--- config.mk ---
export PLATFORM = sky130hd
export DESIGN_NAME = lcd_timing_gen
export DESIGN_NICKNAME = d
export VERILOG_FILES = /design/src/rtl/lcd_timing_gen.sv
export SDC_FILE = /design/constraint.sdc
export NUM_CORES = 1
export LEC_CHECK = 0
export BUFFER_PORTS_ARGS = -buffer_cell sky130_fd_sc_hd__buf_4
export CAP_MARGIN = 10
export CORE_MARGIN = 2
export CORE_UTILIZATION = 56
export DETAILED_ROUTE_END_ITERATION = 6
export GPL_TIMING_DRIVEN = 0
export PLACE_DENSITY_LB_ADDON = 0.12
export SLEW_MARGIN = 10
export SYNTH_ARGS = -nofsm -noshare
export SYNTH_HDL_FRONTEND = slang
export SYNTH_SLANG_ARGS = --single-unit
--- constraint.sdc ---
create_clock -name clk -period 5.6 [get_ports clk]
set_input_delay 0.84 -clock clk [delete_from_list [all_inputs] [get_ports clk]]
set_output_delay 0.84 -clock clk [all_outputs]
set_load 0.05 [all_outputs]
--- src/rtl/lcd_timing_gen.sv ---
// lcd_timing_gen: parallel RGB LCD raster generator producing HSYNC/VSYNC/DE, active pixel
// coordinates and a per-frame selectable RGB565 test pattern, all registered and mutually aligned.
module lcd_timing_gen #(
    parameter int H_ACTIVE = 800,
    parameter int H_FP     = 210,
    parameter int H_SYNC   = 20,
    parameter int H_BP     = 26,
    parameter int V_ACTIVE = 480,
    parameter int V_FP     = 22,
    parameter int V_SYNC   = 10,
    parameter int V_BP     = 13
) (
    input  logic        clk,
    input  logic        rst,
    input  logic [1:0]  pat_sel,
    output logic        lcd_hsync,
    output logic        lcd_vsync,
    output logic        lcd_de,
    output logic [4:0]  lcd_r,
    output logic [5:0]  lcd_g,
    output logic [4:0]  lcd_b,
    output logic [10:0] pix_x,
    output logic [9:0]  pix_y,
    output logic        frame_start
);
    localparam int H_TOT = H_ACTIVE + H_FP + H_SYNC + H_BP;
    localparam int V_TOT = V_ACTIVE + V_FP + V_SYNC + V_BP;
    localparam int BAR_W = H_ACTIVE / 8;

    logic [10:0] h_cnt, bar_col;
    logic [9:0]  v_cnt;
    logic [3:0]  bar_idx;
    logic [1:0]  pat_q, pat;
    logic        h_end, v_end, bar_end, de, hs_n, vs_n, fs, grid;
    logic [4:0]  r, b;
    logic [5:0]  g;

    always_comb begin
        h_end   = h_cnt == 11'(H_TOT - 1);
        v_end   = v_cnt == 10'(V_TOT - 1);
        bar_end = bar_col == 11'(BAR_W - 1);
        de      = h_cnt < 11'(H_ACTIVE) && v_cnt < 10'(V_ACTIVE);
        hs_n    = !(h_cnt >= 11'(H_ACTIVE + H_FP) && h_cnt < 11'(H_ACTIVE + H_FP + H_SYNC));
        vs_n    = !(v_cnt >= 10'(V_ACTIVE + V_FP) && v_cnt < 10'(V_ACTIVE + V_FP + V_SYNC));
        fs      = h_cnt == 11'd0 && v_cnt == 10'd0;
        // pixel (0,0) already uses the pattern being latched on this edge
        pat     = fs ? pat_sel : pat_q;
        grid    = h_cnt[3:0] == 4'd0 || v_cnt[3:0] == 4'd0;
        // bar index bits map directly to colour: bit1 kills red, bit2 green, bit0 blue
        r = !de ? 5'd0 : pat == 2'd0 ? {5{~bar_idx[1]}} : pat == 2'd1 ? {5{grid}} :
            pat == 2'd2 ? h_cnt[9:5] : 5'd31;
        g = !de ? 6'd0 : pat == 2'd0 ? {6{~bar_idx[2]}} : pat == 2'd1 ? {6{grid}} :
            pat == 2'd2 ? v_cnt[8:3] : 6'd63;
        b = !de ? 5'd0 : pat == 2'd0 ? {5{~bar_idx[0]}} : pat == 2'd1 ? {5{grid}} :
            pat == 2'd3 ? 5'd31 : 5'd0;
    end

    always_ff @(posedge clk) begin
        if (rst) begin
            h_cnt       <= '0;
            v_cnt       <= '0;
            bar_col     <= '0;
            bar_idx     <= '0;
            pat_q       <= '0;
            lcd_hsync   <= 1'b1;
            lcd_vsync   <= 1'b1;
            lcd_de      <= 1'b0;
            lcd_r       <= '0;
            lcd_g       <= '0;
            lcd_b       <= '0;
            pix_x       <= '0;
            pix_y       <= '0;
            frame_start <= 1'b0;
        end else begin
            h_cnt       <= h_end ? 11'd0 : h_cnt + 11'd1;
            if (h_end)
                v_cnt <= v_end ? 10'd0 : v_cnt + 10'd1;
            bar_col     <= (h_end || bar_end) ? 11'd0 : bar_col + 11'd1;
            bar_idx     <= h_end ? 4'd0 : bar_end ? bar_idx + 4'd1 : bar_idx;
            if (fs)
                pat_q <= pat_sel;
            lcd_hsync   <= hs_n;
            lcd_vsync   <= vs_n;
            lcd_de      <= de;
            lcd_r       <= r;
            lcd_g       <= g;
            lcd_b       <= b;
            pix_x       <= de ? h_cnt : 11'd0;
            pix_y       <= de ? v_cnt : 10'd0;
            frame_start <= fs;
        end
    end
endmodule

* Yosys cells after proc, flatten, opt, wreduce, memory -nomap -nowiden
Cells that the tools add are included.
Word-level totals: register bits after elaboration 79, bits of input ports 4, logic and storage cells 61
Operators by class: $add $sub $neg 4, order comparisons 6, eq/ne operators 6, mux-type cells 11, bitwise logic cells 4, reduce and logical (&&, ||, !) cells 16
Operators with widths (number):
- 5-bit 2-to-1 mux | 6
- 11-bit by 1-bit adder with 11-bit output, second input constant | 2
- 6-bit 2-to-1 mux | 3
- 11-bit == test, second input constant | 1
- 11-bit by 7-bit == test with 1-bit output, second input constant | 1
- 11-bit by 10-bit greater-or-equal comparator with 1-bit output, second input constant | 1
- 11-bit logical NOT | 1
- 11-bit by 10-bit less-than comparator with 1-bit output, second input constant | 1
- 11-bit less-than comparator, second input constant | 1
- 10-bit by 1-bit adder with 10-bit output, second input constant | 1
- 10-bit == test, second input constant | 1
- 10-bit by 9-bit greater-or-equal comparator with 1-bit output, second input constant | 1
- 10-bit logical NOT | 1
- 10-bit less-than comparator, second input constant | 1
- 10-bit by 9-bit less-than comparator with 1-bit output, second input constant | 1
- 10-bit 2-to-1 mux | 1
- 4-bit logical NOT | 2
- 2-bit OR reduction | 3
- 4-bit by 1-bit adder with 4-bit output, second input constant | 1
- 2-bit == test, second input constant | 2
- 1-bit logical AND | 4
- 1-bit inverter | 4
- 2-bit by 1-bit == test with 1-bit output, second input constant | 1
- 1-bit logical NOT | 2
- other kinds (3) | 4

* Depth between registers and ports, before layout
Gate-level depths: netlist of the first run.
word-level depth 7, gate-level depth with buffers 8

* Least setup slack after synthesis of the first run
OpenSTA, ideal clock, no wires.
path type flip-flop to flip-flop, start reg h_cnt[5], end reg bar_col[2], data arrival time 1847 ps, setup slack 3638 ps, cell stages (with the launch flop) 9, buffers on the path 3, clock period less this slack 1962 ps, cell sequence dfxtp_1 -> buf_6 -> or3_4 -> or4_1 -> buf_2 -> nand2b_2 -> or2b_1 -> buf_4 -> nor2_1
On the way: cells in the longest elaborated chain, start to end 3
RTL lines:
- start, declared | line 30 | logic [10:0] h_cnt, bar_col;
- start signal, assigned | line 75 | h_cnt <= h_end ? 11'd0 : h_cnt + 11'd1;
- 11-bit == test | line 39 | h_end = h_cnt == 11'(H_TOT - 1);
- 1-bit logical OR | line 78 | bar_col <= (h_end || bar_end) ? 11'd0 : bar_col + 11'd1;
- 2-bit OR reduction (no source line)
- end signal, assigned | line 78
- end, declared | line 30
Every way passes these cells. A chain may end at the register's enable or synchronous reset.

* Worst setup path after layout of the first run
start reg h_cnt[1], end reg lcd_r[3]
On the way: cells in the longest elaborated chain, start to end 7, elaborated cells on any way between the ends 15
RTL lines:
- 11-bit logical NOT | line 45 | fs = h_cnt == 11'd0 && v_cnt == 10'd0;
- 1-bit logical AND | line 45
- 2-bit 2-to-1 mux
- 2-bit == test | line 51 | pat == 2'd2 ? h_cnt[9:5] : 5'd31;
- 5-bit 2-to-1 mux | line 51
- 5-bit 2-to-1 mux (2 in series) | line 50 | r = !de ? 5'd0 : pat == 2'd0 ? {5{~bar_idx[1]}} : pat == 2'd1 ? {5{grid}} :
- end signal, assigned | line 85 | lcd_r <= r;
- end, declared | line 19 | output logic [4:0] lcd_r,
Several ways; a longest one is shown, not always the timed one.

==> out/qor.csv, run 1 <==
metric;value;unit
fp.dieW;76.6;um
post_cts_buffers;0;
dp_cells;444;
die_area;5870;um^2
drv_slew;0;
cts_buffer_depth;2;
diodes;0;
clock_latency;0.35;ns
hold_depth;1;
area_growth_syn_to_layout;20.1;%
core;5110;um^2
cts-buffers-inserted;9;
fillers;448;
cap_violations;0;
crit_fanout;9;
r2r-start;h_cnt[1];
drc_errors;0;
crit_slowest_cell;a2111oi_0;
overflow;0;
first_global_vias;2110;
drtPass1Iterations;4;
row_count;26;
cts_root_buffer;clkbuf_8;
status;complete, no violations;
cpPeakStageDelay;0.93;ns
nNetsFinal;395;
top_usage_layer;met2;
use_met3;7.11;%
ios;45;
end_kind;flip-flop;
rsz0062_at_grt;false;
layout_commonest_cell;dfxtp_1;
finalSetupViolCount;0;
gr-usage-met1;25.9;%
start_kind;flip-flop;
post_route_cells_drive_above_1_share;19.6;%
ys_seq_area_share;50.1;%
layout_common_cells;dfxtp_1, nor2_1, buf_4, a21oi_1, nand2_1;
cp_data_required_time;5.82;ns
relSlewSlack;29.5;%
grt_max_degree;12;
max_clock_freq;404;MHz
final_hold_viol_count;0;
wl;5.79;mm
synth-async-reset-ratio;0;%
drt-wirelength-per-cell;12.6;um
vias;2334;
layoutNonFillerInstCount;458;
dp_hpwl;4.12;mm
r2r_cells;8;
track_usage;20.4;%
pwr_density_cell;311;nW/um^2
utilization;69.5;%
grt_pass1_wl;9.40;mm
r2r_slack;3.13;ns
ys_warn_count;0;
grt_antenna_before_repair;0;
finalCritPeriodShare;44.2;%
ys_ff_latch;74;
gr-usage-met2;32.1;%
cts.sinks;74;
synth-edff-count;0;
gp_congestion;0.930;
cp_cell_sequence;inv_1, ha_1, nor3b_1, a2111oi_0, a21o_1, buf_2, o21a_1, nor2_1;
cellLeakagePower;1.50;nW
synthFlopType;dfxtp_1;
criticalPathCategory;reg -> reg;
irDropWorstVdd;0.185;mV
fin_hold_ws;0.474;ns
initial_utilization;57.9;%
cts_hold_buf;0;
hold_start;bar_col[0];
drtIter0Drc;111;
portBuffers;44;
cts_tree;yes;
rr_endpoint;lcd_r[3];
hold_path.class;reg -> reg;
tns;0;ns
synthDistinctLibCells;41;
crit_arrival;2.70;ns
design_power_total;1.10;mW
antenna_left;0;
tightest_slew;1.03;ns
netlist_instances;329;
cts-resized-gates;0;
syn_avg_cell_area;8.98;um^2
fin_worst_skew;0.00989;ns
cts_max_level;3;
mappedNetlistArea;2960;um^2
worst_hold_path.endpoint;bar_col[0];
via_per_inst;5.10;
period_needed;2.47;ns
die_h;76.6;um
clk_pin_slew;0.08;ns
[routing by layer]
metal | wire length, um | vias to the layer above
met1 | 2780 | 1063
met2 | 2620 | 61
met4 | 74 | 0
met5 | 0 | -
met3 | 309 | 8
li1 | - | 1202
[state kept, by name, summed over array words and instances, names as in the netlist]
signal,cells
bar_col,11
h_cnt,11
pix_x,11
pix_y,10
v_cnt,10
lcd_g,6
lcd_r,5
bar_idx,3
pat_q,2
frame_start,1
lcd_b,1
lcd_de,1
lcd_hsync,1
lcd_vsync,1
[critical path: cells and delay by family (launching register included)]
| kind | cells | cell delay [ns] |
|---|---|---|
| and+or+nand+nor | 2 | 0.24 |
| AOI/OAI and AO/OA | 3 | 1.23 |
| adders and majority gates | 1 | 0.18 |
| DFF | 1 | 0.41 |
| buffers and inverters | 2 | 0.29 |
[worst max path at each step]
stage / start / to / slack (ns)
2_1_floorplan: h_cnt[5] / bar_col[2] / 3.64
3_3_place_gp: h_cnt[1] / lcd_r[4] / 3.23
3_5_place_dp: h_cnt[1] / lcd_r[1] / 3.23
4_1_cts: h_cnt[1] / lcd_r[3] / 3.19
5_1_grt: h_cnt[1] / lcd_r[1] / 2.98
6_report: h_cnt[1] / lcd_r[3] / 3.13
[synth_stat cells, types with 2 or more instances]
cell type / n / share of area [%]
or2_2: 3 / 0.64
dfxtp_1: 74 / 50
nand3_1: 13 / 2.2
or4_1: 3 / 0.76
nor3_1: 10 / 1.7
o21ai_0: 7 / 1.2
xnor2_1: 14 / 4.1
clkbuf_1: 10 / 1.3
nor2_1: 59 / 7.5
a21o_1: 2 / 0.51
a21oi_1: 21 / 3.6
xor2_1: 13 / 3.9
buf_2: 3 / 0.51
nand2_1: 18 / 2.3
nor4_1: 2 / 0.42
o21a_1: 4 / 1.0
buf_4: 5 / 1.3
o31ai_1: 5 / 1.3
and2_1: 15 / 3.2
ha_1: 6 / 2.5
and3_1: 5 / 1.1
inv_1: 11 / 1.4
nand4_1: 8 / 1.7
[through the flow]
| stage | cell area, um^2 | setup slack [ns] |
|---|---|---|
| 6_report | 3550 | 3.13 |
| 4_1_cts | 3550 | 3.19 |
| 3_3_place_gp | 3380 | 3.23 |
| 2_1_floorplan | 2960 | 3.64 |
| 5_1_grt | 3550 | 2.98 |
| 3_5_place_dp | 3380 | 3.23 |
[cell type report]
cell class / instances / area [um^2] / share of cell area, %
clock buffer: 10 / 128 / 3.60
timing repair buffer: 44 / 330 / 9.31
clock inverter: 4 / 45.0 / 1.27
multi-input combinational: 226 / 1340 / 37.6
tap: 70 / 87.6 / 2.47
inverter: 11 / 41.3 / 1.16
buffer: 19 / 101 / 2.86
sequential: 74 / 1480 / 41.7
[power by group]
| part | internal (mW) | switching [mW] | leakage (nW) |
|---|---|---|---|
| clock network | 0.199 | 0.179 | 0.0918 |
| logic | 0.0541 | 0.115 | 0.810 |
| registers | 0.547 | 0.00903 | 0.604 |
| total | 0.799 | 0.304 | 1.50 |
[cell families (layout without fill, tap and decap cells)]
kind of cell / after synthesis / in the layout / share of synthesized area (%)
simple gates: 148 / 148 / 25.6
flops: 74 / 74 / 50.1
compound gates: 42 / 42 / 8.43
buf+inv: 30 / 88 / 4.83
xor+xnor: 27 / 27 / 8.00
fa+ha+maj: 6 / 6 / 2.54
other cells: 1 / 2 / 0.127
mux: 1 / 1 / 0.339
Note: power is estimated with default switching activity, not from simulation.
==> run 2, diff against run 1 <==
Settings changed: CORE_UTILIZATION 56 to 50.
Clock period 5.6 ns to 2.17 ns, I/O delays scaled along.
==> run 2 against run 1 <==
Net effect:
- critical path type unchanged
- critical path depth did not move
- highest routed layer unchanged
- first-iteration DRC count fell by 39%
- register-to-register slack got worse by 3.1 ns
- wire length rose by 3.5%
- cell area rose by 2.5%
- final cell count rose by 1.3%
==> out/qor.csv, run 2 (synthesis results as in run 1) <==
metric;value;unit;change
status;complete, no violations;;unchanged
dp_hpwl;4.23;mm;was 4.12 mm
diodes;0;;unchanged
initial_utilization;50.8;%;was 57.9%
wl;5.99;mm;was 5.79 mm
drt-wirelength-per-cell;12.9;um;was 12.6 um
area_growth_syn_to_layout;23.2;%;was 20.1%
period_needed;2.10;ns;was 2.47 ns
cts_tree;yes;;unchanged
cp_top_family;compound AO/OA/AOI/OAI gates;;unchanged
row_count;28;;was 26
finalSetupViolCount;0;;unchanged
swShare;27.3;%;was 27.5%
cts.sinks;74;;unchanged
grt_antenna_before_repair;0;;unchanged
grt_max_degree;14;;was 12
gp_congestion;0.907;;was 0.930
irDropWorstVdd;0.499;mV;was 0.185 mV
antenna_left;0;;unchanged
ios;45;;unchanged
first_global_vias;2165;;was 2110
cp_cell_sequence;inv_1, ha_1, nor3b_2, a2111oi_2, a21o_1, buf_2, o21a_1, nor2_1;;was inv_1, ha_1, nor3b_1, a2111oi_0, a21o_1, buf_2, o21a_1, nor2_1
cp_data_required_time;2.39;ns;was 5.82 ns
via_per_inst;5.14;;was 5.10
cp_num_buf_inv;2;;unchanged
finalCritPeriodShare;97.0;%;was 44.2%
layout_common_cells;dfxtp_1, nor2_1, buf_4, a21oi_1, nand2_1;;unchanged
criticalPathCategory;reg -> reg;;unchanged
die_h;80.9;um;was 76.6 um
power.switching;836;uW;was 304 uW
end_kind;flip-flop;;unchanged
cap_violations;0;;unchanged
clk_pin_slew;0.08;ns;about the same
relSlewSlack;57.1;%;was 29.5%
intPower;2.23;mW;was 799 uW
track_usage;19.8;%;was 20.4%
grt_pass1_wl;9.84;mm;was 9.40 mm
drc_errors;0;;unchanged
seq_power_share;46.7;%;was 50.4%
crit_arrival;2.32;ns;was 2.70 ns
clock_latency;0.35;ns;about the same
tns;0;ns;unchanged
nNetsFinal;394;;was 395
start_kind;flip-flop;;unchanged
core;5820;um^2;was 5110 um^2
max_clock_freq;475;MHz;was 404 MHz
final_hold_viol_count;0;;unchanged
fillers;544;;was 448
power_frac_clock;38.9;%;was 34.3%
overflow;0;;unchanged
fp.dieW;80.9;um;was 76.6 um
post_route_cells_drive_above_1_share;22.1;%;was 19.6%
tightest_slew;0.639;ns;was 1.03 ns
p_comb_share;14.5;%;was 15.4%
cellLeakagePower;1.53;nW;was 1.50 nW
portBuffers;44;;unchanged
post_cts_buffers;0;;unchanged
die_area;6540;um^2;was 5870 um^2
cts-buffers-inserted;9;;unchanged
pwr_density_cell;843;nW/um^2;was 311 nW/um^2
fin_worst_skew;0.00894;ns;was 0.00989 ns
cpPeakStageDelay;0.56;ns;was 0.93 ns
drtIter0Drc;68;;was 111
cts_hold_buf;0;;unchanged
cts_max_level;3;;unchanged
utilization;62.6;%;was 69.5%
rsz0062_at_grt;true;;was false
crit_fanout;9;;unchanged
largestRegisters;bar_col (11), h_cnt (11), pix_x (11);;unchanged
crit_slowest_cell;a2111oi_2;;was a2111oi_0
layout_commonest_cell;dfxtp_1;;unchanged
drtPass1Iterations;4;;unchanged
cts_root_buffer;clkbuf_8;;unchanged
drv_slew;0;;unchanged
vias;2387;;was 2334
hold_path.class;in -> reg;;was reg -> reg
cts_buffer_depth;2;;unchanged
run 2: changes by cell type in the layout (fill, tap and decap cells not counted), moves of 2 or more:
| cell | change |
|---|---|
| clkbuf_1 | -3 |
| or4_4 | +2 |
| clkinvlp_4 | +2 |
| clkinv_2 | -2 |
| or4_1 | -2 |
run 2: worst min-delay path, stage by stage:
cell	delay (ns)
buf_4	0.10
a21oi_1	0.06
nor2_1	0.07
run 2: cell type report:
cell class	instances	area [um^2]	area share, %
Buffer	18	103	2.82
Tap cell	75	93.8	2.58
Clock inverter	6	88.8	2.44
Timing Repair Buffer	44	330	9.08
Inverter	11	41.3	1.13
Multi-Input combinational cell	226	1360	37.5
Sequential cell	74	1480	40.7
Clock buffer	10	138	3.78
run 2: worst paths after layout:
kind               from    endpoint  slack, ns  cells after the start
max reg2reg    h_cnt[1]    lcd_r[4]       0.07                      8
min reg2reg  bar_col[0]  bar_col[0]       0.46                      1
max            h_cnt[1]    lcd_r[4]       0.07                      8
min          pat_sel[0]    pat_q[0]       0.24                      3
run 2: metal layers:
metal | vias up | GRT usage (%) | part of all wire, %
li1 | 1206 | - | -
met4 | 0 | 11.4 | 2.6
met2 | 58 | 29.6 | 45
met1 | 1111 | 26.1 | 48
met3 | 12 | 4.78 | 4.8
met5 | - | 0 | 0
run 2: stage by stage:
| stage | instances | setup WS, ns | total power [mW] | hold WS (ns) | area (um^2) |
|---|---|---|---|---|---|
| final | 464 | 0.0656 | 3.07 | 0.240 | 3640 |
| after global routing | 464 | -0.0132 | 3.18 | 0.252 | 3640 |
| after CTS | 465 | 0.0119 | 3.10 | 0.222 | 3620 |
| after detailed placement | 449 | -0.165 | 1.90 | 0.454 | 3380 |
| after global placement | 449 | -0.241 | 1.90 | 0.445 | 3380 |
| after floorplan | 330 | 0.208 | 1.78 | 0.430 | 2960 |
run 2: repair_timing:
action | in CTS | in global routing
hold endpoints to repair | 0 | 0
endpoints found under the setup margin | 10 | 48
gates resized for setup | 3 | 7
run 2: power by group through the flow:
stage | Sequential [mW] | Combinational [mW] | Clock [mW]
after floorplan | 1.60 | 0.178 | 0
after global placement | 1.46 | 0.435 | 0
after detailed placement | 1.46 | 0.438 | 0
after CTS | 1.43 | 0.441 | 1.22
after global routing | 1.44 | 0.474 | 1.27
final | 1.43 | 0.444 | 1.19
==> run 3, diff against run 2 <==
Settings changed: CORE_UTILIZATION 50 to 56.
Clock period 2.17 ns to 2.5 ns, I/O delays scaled along.
==> run 3 against run 2 <==
Net effect:
- non-clock buffer count up 1
- count of clock-buffer cells in the layout is the same
- clock skew grew 0.00095 ns
- wire length decreased by 3.5%
- critical path type unchanged
- setup slack improved by 0.14 ns
- fmax decreased by 8.3%
- final cell count fell by 1.3%
- die area down 10%
==> out/qor.csv, run 3 (synthesis results as in run 1) <==
metric;value;unit;change
portBuffers;44;;unchanged
criticalPathCategory;reg -> reg;;unchanged
cts_buffer_depth;2;;unchanged
cap_violations;0;;unchanged
pwr_density_cell;696;nW/um^2;was 843 nW/um^2
post_route_cells_drive_above_1_share;19.6;%;was 22.1%
initial_utilization;57.9;%;was 50.8%
cp_cell_sequence;inv_1, ha_1, nor3b_1, a2111oi_1, a21o_1, buf_2, o21a_1, nor2_1;;was inv_1, ha_1, nor3b_2, a2111oi_2, a21o_1, buf_2, o21a_1, nor2_1
first_global_vias;2110;;was 2165
core;5110;um^2;was 5820 um^2
rsz0062_at_grt;false;;was true
antenna_left;0;;unchanged
final_hold_viol_count;0;;unchanged
clk_pin_slew;0.08;ns;about the same
gr-usage-met2;32.1;%;was 29.6%
cts.sinks;74;;unchanged
row_count;26;;was 28
drtPass1Iterations;4;;unchanged
ios;45;;unchanged
status;complete, no violations;;unchanged
grt_pass1_wl;9.40;mm;was 9.84 mm
cpPeakStageDelay;0.75;ns;was 0.56 ns
tightest_slew;0.771;ns;was 0.639 ns
wl;5.78;mm;was 5.99 mm
finalCritPeriodShare;91.8;%;was 97.0%
cts-resized-gates;0;;was 3
cts-buffers-inserted;9;;unchanged
fin_worst_skew;0.00989;ns;was 0.00894 ns
finalSetupViolCount;0;;unchanged
vias;2335;;was 2387
grt_max_degree;12;;was 14
drtIter0Drc;111;;was 68
cts_tree;yes;;unchanged
use_met3;7.11;%;was 4.78%
post_cts_buffers;0;;unchanged
cp_data_required_time;2.72;ns;was 2.39 ns
drv_slew;0;;unchanged
relSlewSlack;48.5;%;was 57.1%
diodes;0;;unchanged
gp_congestion;0.930;;was 0.907
largestRegisters;bar_col (11), h_cnt (11), pix_x (11);;unchanged
fin_hold_ws;0.314;ns;was 0.240 ns
max_clock_freq;436;MHz;was 475 MHz
crit_arrival;2.52;ns;was 2.32 ns
layout_commonest_cell;dfxtp_1;;unchanged
irDropWorstVdd;0.415;mV;was 0.499 mV
crit_slowest_cell;a2111oi_1;;was a2111oi_2
track_usage;20.4;%;was 19.8%
layout_common_cells;dfxtp_1, nor2_1, buf_4, a21oi_1, nand2_1;;unchanged
end_kind;flip-flop;;unchanged
area_growth_syn_to_layout;20.2;%;was 23.2%
gr-usage-met1;25.9;%;was 26.1%
nNetsFinal;395;;was 394
grt_antenna_before_repair;0;;unchanged
start_kind;flip-flop;;unchanged
cts_max_level;3;;unchanged
drc_errors;0;;unchanged
clock_latency;0.35;ns;about the same
drt-wirelength-per-cell;12.6;um;was 12.9 um
hold_path.class;in -> reg;;unchanged
die_h;76.6;um;was 80.9 um
cellLeakagePower;1.50;nW;was 1.53 nW
period_needed;2.30;ns;was 2.10 ns
cts_hold_buf;0;;unchanged
tns;0;ns;unchanged
postLayoutCellArea;3550;um^2;was 3640 um^2
cts_root_buffer;clkbuf_8;;unchanged
via_per_inst;5.10;;was 5.14
top_usage_layer;met2;;unchanged
utilization;69.5;%;was 62.6%
design_power_total;2.47;mW;was 3.07 mW
place_area;3380;um^2;about the same
fp.dieW;76.6;um;was 80.9 um
die_area;5870;um^2;was 6540 um^2
dp_hpwl;4.12;mm;was 4.23 mm
crit_fanout;9;;unchanged
overflow;0;;unchanged
run 3: report_power, final:
part	switching [mW]	internal, mW	total, mW
Sequential	0.0202	1.22	1.25
Clock	0.401	0.445	0.846
Combinational	0.259	0.121	0.380
run 3: layout make-up:
| class | instances | area, um^2 |
|---|---|---|
| clock buffers | 10 | 128 |
| clock inverters | 4 | 45.0 |
| plain buffers | 19 | 101 |
| multi-input cells | 226 | 1340 |
| repair buffers | 44 | 330 |
| fillers | 449 | 1560 |
| flip-flops and latches | 74 | 1480 |
| well taps | 70 | 87.6 |
| inverters | 11 | 41.3 |
run 3: path summary, 6_finish.rpt:
kind	cells past startpoint	slack, ns	to	start
worst max-delay path	8	0.20	lcd_r[3]	h_cnt[1]
worst min-delay path	3	0.31	pat_q[0]	pat_sel[0]
worst max register to register	8	0.20	lcd_r[3]	h_cnt[1]
worst min register to register	1	0.47	bar_col[0]	bar_col[0]
run 3: routing by layer:
metal / share of wire (%) / wire (um) / up-vias
met1: 48 / 2750 / 1060
met3: 5.9 / 339 / 6
met2: 45 / 2630 / 67
met5: 0 / 0 / -
met4: 1.1 / 65 / 0
li1: - / - / 1202
run 3: worst max-delay path, delay by kind of cell (launching register included):
family,cells,cell delay [ns]
AOI/OAI and AO/OA,3,1.05
and+or+nand+nor,2,0.24
DFF,1,0.41
adders and majority gates,1,0.18
buffers and inverters,2,0.29
run 3: stage by stage:
stage | setup WS, ns | instances
global route | 0.0668 | 458
detailed placement | 0.135 | 444
global placement | 0.129 | 444
floorplan | 0.538 | 330
CTS | 0.0928 | 458
finish | 0.204 | 458
